$ cat config.mk
export PLATFORM = sky130hd
export DESIGN_NAME = eth_rx_framer
export DESIGN_NICKNAME = d
export VERILOG_FILES = /design/src/rtl/eth_rx_framer.sv
export SDC_FILE = /design/constraint.sdc
export NUM_CORES = 1
export LEC_CHECK = 0
export CAP_MARGIN = 15
export CORE_UTILIZATION = 28
export CTS_BUF_LIST = sky130_fd_sc_hd__clkbuf_2
export DETAILED_ROUTE_END_ITERATION = 8
export SLEW_MARGIN = 20
export SYNTH_ARGS = -nofsm -noshare
export SYNTH_HDL_FRONTEND = slang
export SYNTH_SLANG_ARGS = --single-unit
$ cat constraint.sdc
create_clock -name clk -period 3.6 [get_ports clk]
set_input_delay 0.72 -clock clk [delete_from_list [all_inputs] [get_ports clk]]
set_output_delay 0.72 -clock clk [all_outputs]
set_load 0.1 [all_outputs]
$ cat src/rtl/eth_rx_framer.sv
// Ethernet receive framer. Takes the byte stream from the RMII receiver,
// strips the preamble and SFD, checks the FCS and the frame length, holds
// back the trailing four bytes so the FCS is never forwarded, and emits the
// frame as single-cycle beats with tlast/tuser plus one status pulse per frame.
module eth_rx_framer #(
  parameter int PRE_MIN = 5,
  parameter int MIN_LEN = 60,
  parameter int MAX_LEN = 1514
) (
  input  logic       clk,
  input  logic       rst,
  input  logic [7:0] rx_tdata,
  input  logic       rx_tvalid,
  input  logic       rx_active,
  output logic [7:0] m_tdata,
  output logic       m_tvalid,
  output logic       m_tlast,
  output logic       m_tuser,
  output logic       frame_ok,
  output logic       crc_err,
  output logic       len_err
);

  typedef enum logic [1:0] {
    S_IDLE,
    S_PREAMBLE,
    S_DATA,
    S_DROP
  } state_t;

  localparam logic [31:0] CRC_INIT    = 32'hFFFF_FFFF;
  localparam logic [31:0] CRC_POLY    = 32'hEDB8_8320;
  localparam logic [31:0] CRC_RESIDUE = 32'hDEBB_20E3;
  localparam logic [2:0]  PRE_MIN_L   = 3'(PRE_MIN);
  // Length counter includes the four FCS bytes, so the limits are shifted by 4.
  localparam logic [15:0] LEN_LO      = 16'(MIN_LEN + 4);
  localparam logic [15:0] LEN_HI      = 16'(MAX_LEN + 4);

  state_t      state_q, state_d;
  logic [2:0]  pcnt_q, pcnt_d;
  logic [31:0] crc_q, crc_d;
  logic [15:0] len_q, len_d;
  logic [7:0]  buf_q [5];
  logic [7:0]  buf_d [5];
  logic [2:0]  bcnt_q, bcnt_d;
  logic [7:0]  m_tdata_q, m_tdata_d;
  logic        m_tvalid_q, m_tvalid_d;
  logic        m_tlast_q, m_tlast_d;
  logic        m_tuser_q, m_tuser_d;
  logic        frame_ok_q, frame_ok_d;
  logic        crc_err_q, crc_err_d;
  logic        len_err_q, len_err_d;

  // Reflected CRC-32 update for one byte, LSB first.
  function automatic logic [31:0] crc_next(input logic [31:0] c, input logic [7:0] b);
    logic [31:0] r;
    r = c ^ {24'h0, b};
    for (int i = 0; i < 8; i++) begin
      r = r[0] ? ((r >> 1) ^ CRC_POLY) : (r >> 1);
    end
    return r;
  endfunction

  // Next-state, buffer, CRC and output computation for the framer FSM.
  always_comb begin
    state_d    = state_q;
    pcnt_d     = pcnt_q;
    crc_d      = crc_q;
    len_d      = len_q;
    bcnt_d     = bcnt_q;
    for (int i = 0; i < 5; i++) begin
      buf_d[i] = buf_q[i];
    end
    m_tdata_d  = 8'h00;
    m_tvalid_d = 1'b0;
    m_tlast_d  = 1'b0;
    m_tuser_d  = 1'b0;
    frame_ok_d = 1'b0;
    crc_err_d  = 1'b0;
    len_err_d  = 1'b0;

    case (state_q)
      S_IDLE: begin
        if (rx_tvalid && rx_active) begin
          if (rx_tdata == 8'h55) begin
            state_d = S_PREAMBLE;
            pcnt_d  = 3'd1;
          end else begin
            state_d = S_DROP;
          end
        end
      end

      S_PREAMBLE: begin
        if (!rx_active) begin
          state_d = S_IDLE;
        end else if (rx_tvalid) begin
          if (rx_tdata == 8'h55) begin
            pcnt_d = (pcnt_q == 3'd7) ? 3'd7 : pcnt_q + 3'd1;
          end else if (rx_tdata == 8'hD5 && pcnt_q >= PRE_MIN_L) begin
            state_d = S_DATA;
            crc_d   = CRC_INIT;
            len_d   = 16'd0;
            bcnt_d  = 3'd0;
          end else begin
            state_d   = S_DROP;
            len_err_d = 1'b1;
          end
        end
      end

      S_DATA: begin
        if (!rx_active) begin
          state_d = S_IDLE;
          if (bcnt_q == 3'd5) begin
            m_tvalid_d = 1'b1;
            m_tlast_d  = 1'b1;
            m_tdata_d  = buf_q[0];
            if (len_q < LEN_LO || len_q > LEN_HI) begin
              m_tuser_d = 1'b1;
              len_err_d = 1'b1;
            end else if (crc_q != CRC_RESIDUE) begin
              m_tuser_d = 1'b1;
              crc_err_d = 1'b1;
            end else begin
              frame_ok_d = 1'b1;
            end
          end else begin
            len_err_d = 1'b1;
          end
        end else if (rx_tvalid) begin
          crc_d = crc_next(crc_q, rx_tdata);
          len_d = (len_q == 16'hFFFF) ? len_q : len_q + 16'd1;
          if (bcnt_q == 3'd5) begin
            m_tvalid_d = 1'b1;
            m_tdata_d  = buf_q[0];
            for (int i = 0; i < 4; i++) begin
              buf_d[i] = buf_q[i+1];
            end
            buf_d[4] = rx_tdata;
          end else begin
            buf_d[bcnt_q] = rx_tdata;
            bcnt_d        = bcnt_q + 3'd1;
          end
        end
      end

      S_DROP: begin
        if (!rx_active) begin
          state_d = S_IDLE;
        end
      end

      default: state_d = S_IDLE;
    endcase
  end

  // State and registered-output flops with synchronous reset.
  always_ff @(posedge clk) begin
    if (rst) begin
      state_q    <= S_IDLE;
      pcnt_q     <= 3'd0;
      crc_q      <= CRC_INIT;
      len_q      <= 16'd0;
      bcnt_q     <= 3'd0;
      for (int i = 0; i < 5; i++) begin
        buf_q[i] <= 8'h00;
      end
      m_tdata_q  <= 8'h00;
      m_tvalid_q <= 1'b0;
      m_tlast_q  <= 1'b0;
      m_tuser_q  <= 1'b0;
      frame_ok_q <= 1'b0;
      crc_err_q  <= 1'b0;
      len_err_q  <= 1'b0;
    end else begin
      state_q    <= state_d;
      pcnt_q     <= pcnt_d;
      crc_q      <= crc_d;
      len_q      <= len_d;
      bcnt_q     <= bcnt_d;
      for (int i = 0; i < 5; i++) begin
        buf_q[i] <= buf_d[i];
      end
      m_tdata_q  <= m_tdata_d;
      m_tvalid_q <= m_tvalid_d;
      m_tlast_q  <= m_tlast_d;
      m_tuser_q  <= m_tuser_d;
      frame_ok_q <= frame_ok_d;
      crc_err_q  <= crc_err_d;
      len_err_q  <= len_err_d;
    end
  end

  assign m_tdata  = m_tdata_q;
  assign m_tvalid = m_tvalid_q;
  assign m_tlast  = m_tlast_q;
  assign m_tuser  = m_tuser_q;
  assign frame_ok = frame_ok_q;
  assign crc_err  = crc_err_q;
  assign len_err  = len_err_q;

endmodule
==> results of run 1 <==
cell type report:
cell class	count	area (µm²)	share of cell area
Inverter	8	30.0	0.00482
Clock inverter	7	96.3	0.0155
Timing Repair Buffer	46	403	0.0647
Clock buffer	9	45.0	0.00724
Sequential cell	110	2200	0.354
Antenna cell	1	2.50	0.000402
Multi-Input combinational cell	457	3120	0.501
Tap cell	260	325	0.0523
through the flow:
stage                     hold slack, ns  power (mW)  utilization
after global placement             0.436        2.20        0.320
after detailed placement           0.441        2.20        0.320
final                              0.476        2.83        0.327
after global routing               0.431        2.98        0.327
after floorplan                    0.431        2.01            -
after CTS                          0.398        2.86        0.327
power breakdown:
part / switching (mW) / internal (mW)
Clock: 0.461 / 0.184
Sequential: 0.0462 / 1.27
Combinational: 0.492 / 0.370
Total: 1.00 / 1.83
cells in the final DEF, fill, tap and decap left out, types with 7 or more instances in the layout:
cell	count
a211oi_1	28
a21oi_1	44
and2_1	19
buf_4	21
clkbuf_2	9
clkdlybuf4s50_1	24
dfxtp_1	110
ha_1	9
inv_1	7
mux2i_1	8
nand2_1	52
nand3_1	12
nand4_1	9
nor2_1	69
nor3_1	9
nor4_1	8
o211ai_1	17
o21ai_0	23
o32a_1	11
xnor2_1	47
xor2_1	22
routing by layer:
| metal | routed length [µm] | global-route usage | share of wire | up-vias |
|---|---|---|---|---|
| li1 | - | - | - | 2207 |
| met1 | 6440 | 0.183 | 0.50 | 2038 |
| met2 | 5900 | 0.211 | 0.46 | 60 |
| met3 | 420 | 0.0252 | 0.033 | 8 |
| met4 | 106 | 0.0413 | 0.0082 | 0 |
| met5 | 0 | 0 | 0 | - |
cells by family (layout without fill, tap and decap cells):
logic type               after synthesis  after routing  share of synthesized area
flip-flops                           110            110                      0.399
other                                  0              1                          0
AO/OA/AOI/OAI                        142            142                      0.174
buffers and inverters                 43             70                     0.0345
AND/OR/NAND/NOR                      214            214                      0.194
adder cells (fa/ha/maj)                9              9                     0.0204
multiplexers                          10             10                     0.0191
XOR/XNOR                              82             82                      0.158
state kept, by name, summed over array words and instances (netlist names), 2 cells and up:
register / flops
bcnt_q: 3
buf_q: 40
crc_q: 32
len_q: 16
m_tdata: 8
pcnt_q: 3
state_q: 2
worst reg2reg max path, stage by stage, from the launching register on:
cell and delay (ns):
dfxtp_1 0.94, nand2_1 0.52, nor4_1 0.77, a21boi_0 0.26
worst max path at each step:
stage,endpoint,startpoint,cells after the start
3_3_place_gp,len_q[11]$_SDFFE_PP0P_,rx_tdata[5],9
5_1_grt,m_tdata[2],m_tdata[2]$_SDFF_PP0_,1
4_1_cts,m_tdata[6],m_tdata[6]$_SDFF_PP0_,1
3_5_place_dp,len_q[11]$_SDFFE_PP0P_,rx_tdata[5],9
6_report,m_tdata[6],m_tdata[6]$_SDFF_PP0_,1
2_1_floorplan,buf_q[0][32]$_SDFFE_PP0P_,rx_active,7
==> results.md, run 1 <==
- Worst hold path class: primary input to register
- Final hold vios: 0
- Die Y-Extent: 142 µm
- Worst-Margin Slew: 0.982 ns
- Vias in the first global route: 4,047
- CP Cell Sequence: clkdlybuf4s50_1
- Pleak: 2.18 nW
- Post-detail-place hpwl: 8940 µm
- CP max stage cell: clkdlybuf4s50_1
- Syn Inst Count: 610
- Layout Area Growth over Synthesis: 12.9%
- PortBufs: 25
- Number of fill cells: 2,050
- Slew HR: 0.343
- Unique cell type count in the Yosys netlist: 59
- Hold path depth: 2
- Core Footprint: 19,000 µm²
- Most frequent cell after synthesis: dfxtp_1
- Cell count after placement: 881
- Via count: 4,313
- Residual DRC: 0
- Cell taking the most area after synthesis: dfxtp_1
- R2R depth: 3
- Post-Syn Nets: 631
- TritonCTS buffer count: 9
- Slack of the worst reg-to-reg path: 1.00 ns
- Syn avg cell area: 9.04 µm²
- Final instance area: 6220 µm²
- Gr ovfl total: 0
- Critical Path End Type: output pin
- Required @ worst endpoint: 2.88 ns
- Top post-synthesis cells by count: dfxtp_1 (110), nor2_1 (69), nand2_1 (52)
- Slew Viols, Final: 0
- Worst VDD drop: 0.176 mV
- Hold buffers post-CTS: 0
- Wirelength, routed: 12,900 µm
- Worst Hold End: len_q[3]$_SDFFE_PP0P_
- Die width: 142 µm
- RSZ-0062 raised after global routing: no
- Area of the die: 20,300 µm²
- Core Rows: 50
- Post-Syn Area: 5510 µm²
- Post-CTS setup buffers: 0
- Sink Count: 110
- Fin crit share: 0.802
- Global-route usage over all layers: 0.134
- CP Buf/Inv Count: 1
- Post-synthesis sequential area ratio: 0.399
- Initial antenna violation count: 1
- CTS tree: yes
- Status: complete, no violations
- Antenna-violating nets left: 0
- H-tree Lvls: 3
- Crit-path max FO: 1
- Clock transition at path regs: 0.35 ns
- Yosys Warn Count: 0
- Pre-CTS setup slack: 0.516 ns
- Ranking of synthesized cells by area: dfxtp_1 (40%), xnor2_1 (7.5%), nor2_1 (4.7%)
- Detailed router's first-iteration violation count: 251
- Via density: 4.80
- Setup TNS Final: 0 ns
- Root buf cell: clkbuf_2
- CP arrival: 2.17 ns
- Clock Tree Buf Depth: 2
- # setup viols final: 0
- Largest net degree at the start of global routing: 54
- FF+latch count, synth: 110
- Placed cell area: 6080 µm²
- CP peak stage delay: 1.13 ns
- Final worst slack: 0.712 ns
- RR Endpoint: m_tuser$_SDFF_PP0_
- First-pass GRT wire length: 21,300 µm
- Post_cts resized: 0
- Kind of critical path: register to output pin
- Max-cap violations: 0
- Crit start category: register
- Peak Freq: 346 MHz
- Routed len/inst: 14.3 µm
- Initial DRT Pass Iterations: 4
- Clock skew: 0.0697 ns
- Fin cells: 898
- Initial Util: 0.290
- Gp weighted congestion: 0.825
- Synth Flop Type: dfxtp_1
- Final min period: 2.89 ns
- Layout cell share with drive strength beyond 1: 0.0973
- Top-level I/O count: 26
- Final net count: 653
- FF-to-FF Start: bcnt_q[2]$_SDFFE_PP0P_
- Worst-Skew Late Latency: 0.63 ns
- Min-delay src: rst
- Synth top area share: 0.399
- Number of enable flip-flop cells after synthesis: 0
- CP top delay family: buffers and inverters
- Asr flop ratio synth: 0
- Pwr Density: 454 nW/µm²
Note: power is estimated with default switching activity, not from simulation.
==> run 2, diff against run 1 <==
Clock period 3.6 ns to 3 ns, I/O delays scaled along.
==> run 2 against run 1 <==
  * Clock power is 24% higher
  * Worst setup slack worse by 0.10 ns
  * Routed wire length is 1.5% lower
  * Sequential power is 20% higher
  * Clock skew is 0.033 ns lower
  * Flip-flop and latch count stayed put
  * Worst hold slack worse by 0.20 ns
  * Count of clock-buffer cells in the layout stayed put
  * Largest cell class unchanged
==> results.md, run 2 (synthesized netlist as in run 1, its figures left out) <==
- Status: complete, no violations
- Initial DRT Pass Iterations: 5
- Biggest regs: buf_q: 40 flops, crc_q: 32 flops, len_q: 16 flops
- Top-level I/O count: 26
- Sink Count: 110
- Worst VDD drop: 0.204 mV
- Hold buffers post-CTS: 0
- H-tree Lvls: 3
- Layout cell share with drive strength beyond 1: 0.130
- Core Footprint: 19,000 µm²
- Layout Area Growth over Synthesis: 13.4%
- Final hold vios: 0
- Via count: 4,357
- Crit-path max FO: 18
- Final min period: 2.39 ns
- Global-route usage over all layers: 0.133
- Critical Path End Type: register
- Initial Util: 0.290
- Util after Layout: 0.329
- # setup viols final: 0
- Via density: 4.81
- Wirelength, routed: 12,700 µm
- Number of fill cells: 2,023
- Post_cts resized: 0
- Slew HR: 0.561
- Largest register by flop count: buf_q
- Pleak: 2.26 nW
- Die width: 142 µm
- Clock Tree Buf Depth: 2
- Clock transition at path regs: 0.35 ns
- Residual DRC: 0
- Largest register FFs: 40
- Largest net degree at the start of global routing: 37
- FF-to-FF Start: pcnt_q[1]$_SDFFE_PP0P_
- TritonCTS buffer count: 9
- Post-detail-place hpwl: 8910 µm
- CTS tree: yes
- Fin crit share: 0.796
- Peak Freq: 419 MHz
- Detailed router's first-iteration violation count: 284
- PortBufs: 25
- Gp weighted congestion: 0.827
- Clock skew: 0.0367 ns
- CP arrival: 3.01 ns
- Post-CTS setup buffers: 0
- CP startpoint: pcnt_q[1]$_SDFFE_PP0P_
- Max-cap violations: 0
- Slew Viols, Final: 0
- Most common cell after layout, fill and taps aside: dfxtp_1
- Gr ovfl total: 0
- First-pass GRT wire length: 20,900 µm
- Initial antenna violation count: 1
- Final net count: 661
- Kind of critical path: register to register
- Vias in the first global route: 3,913
- Setup TNS Final: 0 ns
- Pwr Density: 547 nW/µm²
- Core Rows: 50
- Routed len/inst: 14.0 µm
- Min-delay src: rst
- Area of the die: 20,300 µm²
- RSZ-0062 raised after global routing: no
- Crit start category: register
- Worst-Margin Slew: 0.657 ns
- Worst hold path class: primary input to register
- Most frequent cells in the layout: dfxtp_1 (110), nor2_1 (69), nand2_1 (52)
- Worst-Skew Late Latency: 0.68 ns
- Die Y-Extent: 142 µm
- Required @ worst endpoint: 3.62 ns
- Root buf cell: clkbuf_2
- Antenna-violating nets left: 0
run 2: changes by cell type in the layout (fill, tap and decap cells not counted), sizes merged:
cell           before  now
clkinvlp            1    0
clkdlybuf4s50      24   10
inv                11   12
buf                22   44
run 2: area by class of cell:
cell class                 count  area, µm²  area share
clock buffer                   9       45.0     0.00721
sequential                   110       2200       0.352
multi-input combinational    457       3120       0.499
tap                          260        325      0.0520
timing repair buffer          54        428      0.0685
antenna                        1       2.50    0.000400
clock inverter                 7       97.6      0.0156
inverter                       8       30.0     0.00480
run 2: final timing paths:
kind	endpoint	slack [ns]	cells past startpoint
worst max register to register	len_q[11]$_SDFFE_PP0P_	0.61	10
worst max-delay path	len_q[11]$_SDFFE_PP0P_	0.61	10
worst min-delay path	crc_q[12]$_SDFFE_PP1P_	0.28	3
worst min register to register	m_tdata[4]$_SDFF_PP0_	0.49	1
run 2: worst max-delay path, cell delays in order (launching register included):
cell     delay [ns]
dfxtp_1        0.45
inv_1          0.06
ha_1           0.17
o311a_1        0.33
and3_4         0.22
mux2_2         0.28
nand2_1        0.16
buf_4          0.26
o21ai_1        0.08
buf_4          0.20
a21oi_1        0.12
run 2: through the flow:
step | std cells | worst slack (ns) | power, mW | cell area [µm²] | hold slack (ns)
4_1_cts | 905 | 0.604 | 3.44 | 6250 | 0.243
5_1_grt | 906 | 0.406 | 3.62 | 6250 | 0.263
3_3_place_gp | 889 | 0.198 | 2.64 | 6110 | 0.437
3_5_place_dp | 889 | 0.172 | 2.63 | 6110 | 0.442
2_1_floorplan | 610 | 0.927 | 2.41 | 5510 | 0.431
6_report | 906 | 0.612 | 3.42 | 6250 | 0.278
run 2: power by group:
group / total [mW] / switching (mW) / internal (mW)
Clock: 0.798 / 0.575 / 0.222
Combinational: 1.03 / 0.589 / 0.445
Sequential: 1.58 / 0.0559 / 1.53
run 2: per-layer routing:
layer	track usage	share of wire
met1	0.183	0.49
met2	0.201	0.45
met3	0.0313	0.039
met4	0.0487	0.019
met5	0	0
